$ cat config.mk
export PLATFORM = sky130hd
export DESIGN_NAME = ddr2_cal_sequencer_flat
export DESIGN_NICKNAME = d
export VERILOG_FILES = /design/src/rtl/ddr2_cal_sequencer_if.sv /design/src/rtl/ddr2_cal_sequencer.sv /design/src/flat_wrapper.sv
export SDC_FILE = /design/constraint.sdc
export NUM_CORES = 1
export LEC_CHECK = 0
export ABC_CLOCK_PERIOD_IN_PS = 5600
export CAP_MARGIN = 5
export CORE_ASPECT_RATIO = 1.5
export CORE_MARGIN = 5
export CORE_UTILIZATION = 45
export DETAILED_ROUTE_END_ITERATION = 12
export GPL_TIMING_DRIVEN = 0
export HOLD_SLACK_MARGIN = 0.02
export SLEW_MARGIN = 10
export SYNTH_ARGS = -nofsm -noshare
export SYNTH_HDL_FRONTEND = slang
export SYNTH_SLANG_ARGS = --single-unit
$ cat constraint.sdc
create_clock -name clk -period 5.6 [get_ports clk]
set_input_delay 1.12 -clock clk [delete_from_list [all_inputs] [get_ports clk]]
set_output_delay 1.12 -clock clk [all_outputs]
set_load 0.01 [all_outputs]
$ cat src/rtl/ddr2_cal_sequencer_if.sv
// Board-side bundle for the DDR2 calibration sequencer: EMIF status inputs, reset and LED status outputs.
// The master modport is the sequencer; the slave modport is the EMIF/board side.
interface ddr2_cal_sequencer_if;
    logic       pll_locked;
    logic       local_init_done;
    logic       local_cal_success;
    logic       local_cal_fail;
    logic       retry_req;
    logic       emif_soft_reset_n;
    logic       sys_reset_n;
    logic [2:0] state_code;
    logic [1:0] retry_count;
    logic       cal_failed;

    modport master (
        input  pll_locked, local_init_done, local_cal_success, local_cal_fail, retry_req,
        output emif_soft_reset_n, sys_reset_n, state_code, retry_count, cal_failed
    );

    modport slave (
        output pll_locked, local_init_done, local_cal_success, local_cal_fail, retry_req,
        input  emif_soft_reset_n, sys_reset_n, state_code, retry_count, cal_failed
    );
endinterface

$ cat src/rtl/ddr2_cal_sequencer.sv
// DDR2 EMIF bring-up sequencer: soft-reset pulse, PLL/calibration wait, settle, retry and sticky fail.
// Define CAL_SEQ_LOCK_FILTER_EN to filter short loss-of-lock glitches in SETTLE and RUN.
module ddr2_cal_sequencer #(
    parameter int unsigned TIMEOUT_CYCLES     = 50000000,
    parameter int unsigned RST_PULSE_CYCLES   = 1024,
    parameter int unsigned SETTLE_CYCLES      = 256,
    parameter int unsigned MAX_RETRIES        = 3,
    parameter int unsigned LOCK_FILTER_CYCLES = 16
) (
    input  logic                 clk,
    input  logic                 reset_n,
    ddr2_cal_sequencer_if.master bus
);
    // One counter width covers every programmable interval, including the lock filter.
    localparam int unsigned MAX_A   = (TIMEOUT_CYCLES > RST_PULSE_CYCLES) ? TIMEOUT_CYCLES : RST_PULSE_CYCLES;
    localparam int unsigned MAX_B   = (SETTLE_CYCLES > LOCK_FILTER_CYCLES) ? SETTLE_CYCLES : LOCK_FILTER_CYCLES;
    localparam int unsigned MAX_CNT = (MAX_A > MAX_B) ? MAX_A : MAX_B;
    localparam int unsigned TW      = (MAX_CNT > 2) ? $clog2(MAX_CNT) : 1;

    localparam logic [TW-1:0] ONE          = TW'(1);
    localparam logic [TW-1:0] RST_LAST     = TW'(RST_PULSE_CYCLES - 1);
    localparam logic [TW-1:0] TIMEOUT_LAST = TW'(TIMEOUT_CYCLES - 1);
    localparam logic [TW-1:0] SETTLE_LAST  = TW'(SETTLE_CYCLES - 1);
    localparam logic [1:0]    RETRY_LIMIT  = 2'(MAX_RETRIES);

    typedef enum logic [2:0] {
        S_HOLD     = 3'd1,
        S_WAIT_PLL = 3'd2,
        S_WAIT_CAL = 3'd3,
        S_SETTLE   = 3'd4,
        S_RUN      = 3'd5,
        S_FAIL     = 3'd6
    } state_t;

    state_t        state_q, state_d;
    logic [TW-1:0] timer_q, timer_d;
    logic [1:0]    retry_q, retry_d;
    logic          emif_rst_n_q, emif_rst_n_d;
    logic          sys_rst_n_q, sys_rst_n_d;
    logic          cal_failed_q, cal_failed_d;
    logic [3:0]    sync1_q, sync2_q;
    logic          lock_s, init_s, succ_s, fail_s;
    logic          lock_lost;
    logic          attempt_fail;

    always_ff @(posedge clk or negedge reset_n) begin
        if (!reset_n) begin
            sync1_q <= '0;
            sync2_q <= '0;
        end else begin
            sync1_q <= {bus.local_cal_fail, bus.local_cal_success, bus.local_init_done, bus.pll_locked};
            sync2_q <= sync1_q;
        end
    end

    assign {fail_s, succ_s, init_s, lock_s} = sync2_q;

`ifdef CAL_SEQ_LOCK_FILTER_EN
    localparam logic [TW-1:0] LF_LAST = TW'(LOCK_FILTER_CYCLES - 1);

    logic [TW-1:0] filt_q, filt_d;

    // filt_q counts earlier consecutive low cycles; the LOCK_FILTER_CYCLES-th one is a real loss.
    always_comb begin
        filt_d = '0;
        if ((state_q == S_SETTLE || state_q == S_RUN) && !lock_s) begin
            filt_d = (filt_q == LF_LAST) ? filt_q : filt_q + ONE;
        end
    end

    always_ff @(posedge clk or negedge reset_n) begin
        if (!reset_n) begin
            filt_q <= '0;
        end else begin
            filt_q <= filt_d;
        end
    end

    assign lock_lost = !lock_s && (filt_q == LF_LAST);
`else
    assign lock_lost = !lock_s;
`endif

    always_ff @(posedge clk or negedge reset_n) begin
        if (!reset_n) begin
            state_q      <= S_HOLD;
            timer_q      <= '0;
            retry_q      <= '0;
            emif_rst_n_q <= 1'b0;
            sys_rst_n_q  <= 1'b0;
            cal_failed_q <= 1'b0;
        end else begin
            state_q      <= state_d;
            timer_q      <= timer_d;
            retry_q      <= retry_d;
            emif_rst_n_q <= emif_rst_n_d;
            sys_rst_n_q  <= sys_rst_n_d;
            cal_failed_q <= cal_failed_d;
        end
    end

    always_comb begin
        state_d      = state_q;
        retry_d      = retry_q;
        attempt_fail = 1'b0;
        timer_d      = (timer_q == '1) ? timer_q : timer_q + ONE;

        case (state_q)
            S_HOLD: begin
                if (timer_q == RST_LAST) begin
                    state_d = S_WAIT_PLL;
                end
            end
            S_WAIT_PLL: begin
                if (lock_s) begin
                    state_d = S_WAIT_CAL;
                end else if (timer_q == TIMEOUT_LAST) begin
                    attempt_fail = 1'b1;
                end
            end
            S_WAIT_CAL: begin
                if (fail_s || !lock_s) begin
                    attempt_fail = 1'b1;
                end else if (init_s && succ_s) begin
                    state_d = S_SETTLE;
                end else if (timer_q == TIMEOUT_LAST) begin
                    attempt_fail = 1'b1;
                end
            end
            S_SETTLE: begin
                if (lock_lost || !init_s || !succ_s || fail_s) begin
                    attempt_fail = 1'b1;
                end else if (timer_q == SETTLE_LAST) begin
                    state_d = S_RUN;
                end
            end
            S_RUN: begin
                if (lock_lost || fail_s || !succ_s) begin
                    attempt_fail = 1'b1;
                end
            end
            S_FAIL: begin
                if (bus.retry_req) begin
                    state_d = S_HOLD;
                    retry_d = '0;
                end
            end
            default: begin
                state_d = S_HOLD;
            end
        endcase

        // A failed attempt either retries from HOLD or, once the budget is spent, parks in FAIL.
        if (attempt_fail) begin
            if (retry_q == RETRY_LIMIT) begin
                state_d = S_FAIL;
            end else begin
                state_d = S_HOLD;
                retry_d = retry_q + 2'd1;
            end
        end

        if (state_d == S_RUN && state_q != S_RUN) begin
            retry_d = '0;
        end

        if (state_d != state_q) begin
            timer_d = '0;
        end
    end

    // Outputs are registered from the next state so they change on the same edge as the state.
    always_comb begin
        emif_rst_n_d = 1'b0;
        sys_rst_n_d  = 1'b0;
        cal_failed_d = 1'b0;
        case (state_d)
            S_WAIT_PLL, S_WAIT_CAL, S_SETTLE: begin
                emif_rst_n_d = 1'b1;
            end
            S_RUN: begin
                emif_rst_n_d = 1'b1;
                sys_rst_n_d  = 1'b1;
            end
            S_FAIL: begin
                cal_failed_d = 1'b1;
            end
            default: begin
                emif_rst_n_d = 1'b0;
            end
        endcase
    end

    assign bus.emif_soft_reset_n = emif_rst_n_q;
    assign bus.sys_reset_n       = sys_rst_n_q;
    assign bus.state_code        = state_q;
    assign bus.retry_count       = retry_q;
    assign bus.cal_failed        = cal_failed_q;
endmodule

$ cat src/flat_wrapper.sv
// flat-port wrapper written by rule: the top's interface ports become plain ports
module ddr2_cal_sequencer_flat 
#(
    parameter int unsigned TIMEOUT_CYCLES     = 50000000,
    parameter int unsigned RST_PULSE_CYCLES   = 1024,
    parameter int unsigned SETTLE_CYCLES      = 256,
    parameter int unsigned MAX_RETRIES        = 3,
    parameter int unsigned LOCK_FILTER_CYCLES = 16
)
  (clk, reset_n, bus_pll_locked, bus_local_init_done, bus_local_cal_success, bus_local_cal_fail, bus_retry_req, bus_emif_soft_reset_n, bus_sys_reset_n, bus_state_code, bus_retry_count, bus_cal_failed);
  ddr2_cal_sequencer_if bus_i ();
  input  logic clk;
  input  logic reset_n;
  input wire logic [$bits(bus_i.pll_locked)-1:0] bus_pll_locked;
  input wire logic [$bits(bus_i.local_init_done)-1:0] bus_local_init_done;
  input wire logic [$bits(bus_i.local_cal_success)-1:0] bus_local_cal_success;
  input wire logic [$bits(bus_i.local_cal_fail)-1:0] bus_local_cal_fail;
  input wire logic [$bits(bus_i.retry_req)-1:0] bus_retry_req;
  output wire logic [$bits(bus_i.emif_soft_reset_n)-1:0] bus_emif_soft_reset_n;
  output wire logic [$bits(bus_i.sys_reset_n)-1:0] bus_sys_reset_n;
  output wire logic [$bits(bus_i.state_code)-1:0] bus_state_code;
  output wire logic [$bits(bus_i.retry_count)-1:0] bus_retry_count;
  output wire logic [$bits(bus_i.cal_failed)-1:0] bus_cal_failed;
  assign bus_i.pll_locked = bus_pll_locked;
  assign bus_i.local_init_done = bus_local_init_done;
  assign bus_i.local_cal_success = bus_local_cal_success;
  assign bus_i.local_cal_fail = bus_local_cal_fail;
  assign bus_i.retry_req = bus_retry_req;
  assign bus_emif_soft_reset_n = bus_i.emif_soft_reset_n;
  assign bus_sys_reset_n = bus_i.sys_reset_n;
  assign bus_state_code = bus_i.state_code;
  assign bus_retry_count = bus_i.retry_count;
  assign bus_cal_failed = bus_i.cal_failed;
  ddr2_cal_sequencer #(.TIMEOUT_CYCLES(TIMEOUT_CYCLES), .RST_PULSE_CYCLES(RST_PULSE_CYCLES), .SETTLE_CYCLES(SETTLE_CYCLES), .MAX_RETRIES(MAX_RETRIES), .LOCK_FILTER_CYCLES(LOCK_FILTER_CYCLES)) u_core (.clk(clk), .reset_n(reset_n), .bus(bus_i));
endmodule
# --- Yosys cells after proc, flatten, opt, wreduce, memory -nomap -nowiden ---
# Index checks and enable logic that the tools add are counted.
word_totals:
  ff_bits: 42
  out_inout_bits: 8
  word_cells: 67
op_classes:
  addsub: 2
  eq_ne: 19
  mux: 27
  n_reduce_logical: 11
op_table:
  columns: ["cell", "n"]
  rows:
  - ["26-bit == test, second input constant", 2]
  - ["26-bit 2-to-1 mux", 2]
  - ["3-bit 2-to-1 mux", 9]
  - ["26-bit by 1-bit adder with 26-bit output, second input constant", 1]
  - ["26-bit by 10-bit == test with 1-bit output, second input constant", 1]
  - ["26-bit by 8-bit == test with 1-bit output, second input constant", 1]
  - ["3-bit == test, second input constant", 6]
  - ["3-bit one-hot mux with 6 select lines", 1]
  - ["3-bit by 2-bit == test with 1-bit output, second input constant", 4]
  - ["2-bit 2-to-1 mux", 5]
  - ["1-bit 2-to-1 mux", 9]
  - ["1-bit logical OR", 5]
  - ["1-bit one-hot mux with 4 select lines", 1]
  - ["4-bit OR reduction", 1]
  - ["3-bit by 1-bit == test with 1-bit output, second input constant", 1]
  - ["1-bit zero test", 3]
  - ["3-bit inequality test", 1]
  - ["3-bit inequality test, second input constant", 1]
  - ["2-bit by 1-bit adder with 2-bit output, second input constant", 1]
  - ["2-bit == test, second input constant", 1]
  - ["1-bit logical AND", 2]
  - ["2-bit inequality test, second input constant", 1]

# --- Logic depth before layout (Yosys ltp) ---
depth:
  depth_word: 10
  ltp_mapped: 9
  depth_no_buf: 7

# --- Worst setup path after synthesis ---
# No wires, ideal clock.
synth_path:
  path_type: "input port to flip-flop"
  start: "in bus_retry_req"
  end: "reg u_core.timer_q[10]"
  arrival_ps: 2168
  required_time_ps: 5529
  slack_ps: 3361
  cell_stages: 7
  path_buffers: 1
  path_cell_list: "nand2_1 -> or3_1 -> inv_1 -> o31ai_1 -> nand4b_4 -> buf_6 -> nor2_1"
synth_via:
  elab_chain_cells: 5
  word_cells_on_any_way: 6
  cone_classes: "eq/ne (2); mux (4)"
synth_lines:
  columns: ["element", "line", "text"]
  rows:
  - ["from (decl)", "flat_wrapper.sv:18", "input wire logic [$bits(bus_i.retry_req)-1:0] bus_retry_req;"]
  - ["3-bit 2-to-1 mux *", "ddr2_cal_sequencer.sv:143", "if (bus.retry_req) begin"]
  - ["3-bit one-hot mux with 6 select lines *", "ddr2_cal_sequencer.sv:108", "case (state_q)"]
  - ["3-bit 2-to-1 mux *", "ddr2_cal_sequencer.sv:154", "if (attempt_fail) begin"]
  - ["3-bit inequality test *", "ddr2_cal_sequencer.sv:167", "if (state_d != state_q) begin"]
  - ["2-bit inequality test (no source line) or 26-bit 2-to-1 mux (tied branches)", null, null]
  - ["to (signal assigned)", "ddr2_cal_sequencer.sv:94", "timer_q <= timer_d;"]
  - ["to (decl)", "ddr2_cal_sequencer.sv:36", "logic [TW-1:0] timer_q, timer_d;"]
# Mark *: on every way between the ends. The rest lies on a longest branch, timed or not.
# A chain may end at the register's enable or synchronous reset.

# --- Worst setup path after layout ---
layout_path:
  start: "reg u_core.state_q[0] (netlist: u_core.bus.state_code[0])"
  end: "out bus_state_code[0]"
layout_lines:
  columns: ["element", "line", "text"]
  rows:
  - ["from (decl)", "ddr2_cal_sequencer.sv:35", "state_t state_q, state_d;"]
  - ["from (signal assigned)", "ddr2_cal_sequencer.sv:93", "state_q <= state_d;"]
  - ["to (decl)", "flat_wrapper.sv:21", "output wire logic [$bits(bus_i.state_code)-1:0] bus_state_code;"]
# No word-level cell between the ends.

==> flow_summary.toml <==
[cts]
cts_tree = "yes"
clock-sinks = 42
ctsHoldBuffers = 0
htreeDepth = 2
postCtsSetupRepairBufs = 0
postCtsResizedCells = 0
cts_root_buf = "clkbuf_8"
cts_made_buffers = 5
clock_path_buffers = 2
clock_latency_ps = 290
clkTransAtPathRegs_ps = 80

[drt]
drt-initial-drc-count = 71
wl_um = 4720
drtAntennaViolNets = 0
first_pass_iters = 4
drc = 0
vias_per_cell = 5.47
wl_per_cell_um = 15.1
vias = 1711

[synth]
synth_area_mm2 = 0.00221
synth_compound_area_share_pct = 6.24
seq_area_frac_synth_pct = 47.7
avgSynthCellArea_um2 = 9.85
synthMuxAreaShare_pct = 2.72
synth.distinct_cells = 44
synthAdderAreaFrac_pct = 1.13
synth-xor-area-share_pct = 9.13
synth_top_family_by_area = "simple AND/OR/NAND/NOR gates"
synth_common_cells = "dfrtp_1, nor2_1, xnor2_1"
synth_area_leader_cell = "dfrtp_1"
synthArstFlopShare_pct = 100
synth.net_count = 233
ys.flop_type = "dfrtp_1"
synth_edf_count = 0
yosys_warnings = 0
synthCells = 224
synth-seq-cells = 42
synth_top_area_share_pct = 46.5
synth-simple-area-share_pct = 30.4
synthTopCellsByArea = "dfrtp_1, xnor2_1, nor2_1"

[sta]
maxSlewViolCount = 0
fin_tns_setup_ps = 0
worst_pin_slew_ps = 680
max_slew_margin_pct = 54.3
hold_viol_final = 0
setup_viol = 0
finClkSkew_ps = 4.01
rsz0062_at_grt = "false"
hold_ws_ps = 351
period_needed_ps = 2590
max_freq_ghz = 0.385
finalWorstSetupSlack_ps = 3010
fin_crit_sh_pct = 46.3

[critical_path]
slowest_stage = "dfstp_2"
worstPathCellList = "clkdlybuf4s50_1"
cp-start-kind = "register"
path_buf_inv = 1
worst-setup-path-type = "reg -> out"
timing.rr.start = "u_core.timer_q[0]$_DFFE_PN0P_"
crit_arrival_ps = 1470
cp-startpoint = "u_core.bus.state_code[0]$_DFF_PN1_"
worstPathRequired_ps = 4480
path_delay_family = "flip-flops"
critPathMaxStageDelay_ps = 620
critPathMaxFanout = 9
end_kind = "output pin"

[floorplan]
rows = 31
ioPinCount = 15
dieHeight_um = 95.8
die_width_um = 67.2
core_mm2 = 0.00481
start_util_pct = 45.9
die_area_mm2 = 0.00643

[placed_design]
gp_congestion = 0.835
placedCellCount = 305
hpwl_um = 3480
place_ws_ps = 2730
portBuffers = 14

[power_and_ir_drop]
p_sw_uw = 112
sequentialPowerShare_pct = 55.3
swShare_pct = 20.2
power_leakage_uw = 0.00107
p_per_area_mw_per_mm2 = 217
p_int_uw = 443
clock_power_share_pct = 42.4
p_comb_share_pct = 2.3
peakVddDrop_mv = 0.116

[final_layout]
n_fill_cell = 475
n_antenna_cell = 0
layoutNonFillerInstCount = 313
final_core_util_pct = 53.3
layout.nets = 255
drive_above_1_share_pct = 8.91
area_delta_synth_final_pct = 16.0

[global_routing]
track_usage_pct = 17.1
antenna_found_initial = 0
grt_max_degree = 23
grt_pass1_vias = 1746
grt_overflow = 0
grt_pass1_wl_um = 8300

[outcome]
outcome = "completed"

[worst_hold_path]
min_path_type = "reg -> reg"
min-delay-start = "u_core.sync1_q[2]$_DFF_PN0_"

[flow_run]
maxCapViolCount = 0
[flip-flops by register name (all words and copies together) (netlist names)]
signal                        flops
u_core.timer_q                   26
u_core.sync1_q                    4
u_core.sync2_q                    4
u_core.bus.state_code             3
u_core.bus.retry_count            2
u_core.bus.cal_failed             1
u_core.bus.emif_soft_reset_n      1
u_core.bus.sys_reset_n            1
[kinds of logic (layout without fill, tap and decap cells)]
| logic type | count (synthesis) | after routing |
|---|---|---|
| buffers and inverters | 10 | 33 |
| flip-flops | 42 | 42 |
| AO/OA/AOI/OAI | 19 | 19 |
| multiplexers | 6 | 6 |
| adder cells (fa/ha/maj) | 2 | 2 |
| XOR/XNOR | 23 | 23 |
| AND/OR/NAND/NOR | 122 | 122 |
[cells in the final DEF, fill, tap and decap left out, types with 2 or more instances in the layout]
cell and instances:
a21oi_1 5, and3_1 2, and4b_1 2, buf_6 3
clkbuf_1 2, clkbuf_8 5, clkdlybuf4s50_1 13, clkinv_2 2
dfrtp_1 41, ha_1 2, inv_1 4, mux2i_1 6
nand2_1 16, nand2b_1 2, nand3_1 8, nand3b_1 2
nand4_1 8, nor2_1 41, nor2b_1 2, nor3_1 14
nor3b_1 2, nor4_1 6, nor4b_1 2, nor4b_2 2
o21ai_0 5, o31ai_1 2, or3_1 4, xnor2_1 20
xor2_1 3
[stage by stage]
step	cell area, um2	power (uW)
final	2560	555
after CTS	2560	562
after global routing	2560	577
after detailed placement	2450	327
after floorplan	2210	314
after global placement	2430	325
[power groups by stage]
stage	combinational, uW	sequential, uW	clock (uW)
3_3_place_gp	11.4	313	0
6_report	12.9	307	235
5_1_grt	14.8	308	255
4_1_cts	13.5	307	241
2_1_floorplan	0.893	313	0
3_5_place_dp	13.6	313	0
[metal layers]
metal | GRT usage (%) | vias up | wire length, um
met2 | 29.7 | 35 | 2530
li1 | - | 828 | -
met3 | 3.04 | 10 | 157
met4 | 7.45 | 0 | 120
met1 | 20.3 | 838 | 1910
met5 | 0 | - | 0
[cell type report]
cell class / count / area, um2 / area share [%]
Tap cell: 66 / 82.6 / 3.22
Buffer: 5 / 41.3 / 1.61
Timing Repair Buffer: 15 / 163 / 6.35
Clock inverter: 3 / 40.0 / 1.56
Inverter: 5 / 18.8 / 0.733
Clock buffer: 5 / 68.8 / 2.69
Multi-Input combinational cell: 172 / 1090 / 42.7
Sequential cell: 42 / 1050 / 41.1
[path summary, 6_finish.rpt]
kind                       depth (start not counted)  slack, ps                             end
max                                                1       3010               bus_state_code[0]
min                                                0        350     u_core.sync2_q[2]$_DFF_PN0_
max reg2reg                                        9       3090  u_core.timer_q[12]$_DFFE_PN0P_
min reg2reg                                        0        350     u_core.sync2_q[2]$_DFF_PN0_
max in group asynchronous                          2       4320  u_core.timer_q[17]$_DFFE_PN0P_
min in group asynchronous                          1        800   u_core.timer_q[2]$_DFFE_PN0P_
Power figures use the tool's default switching activity.
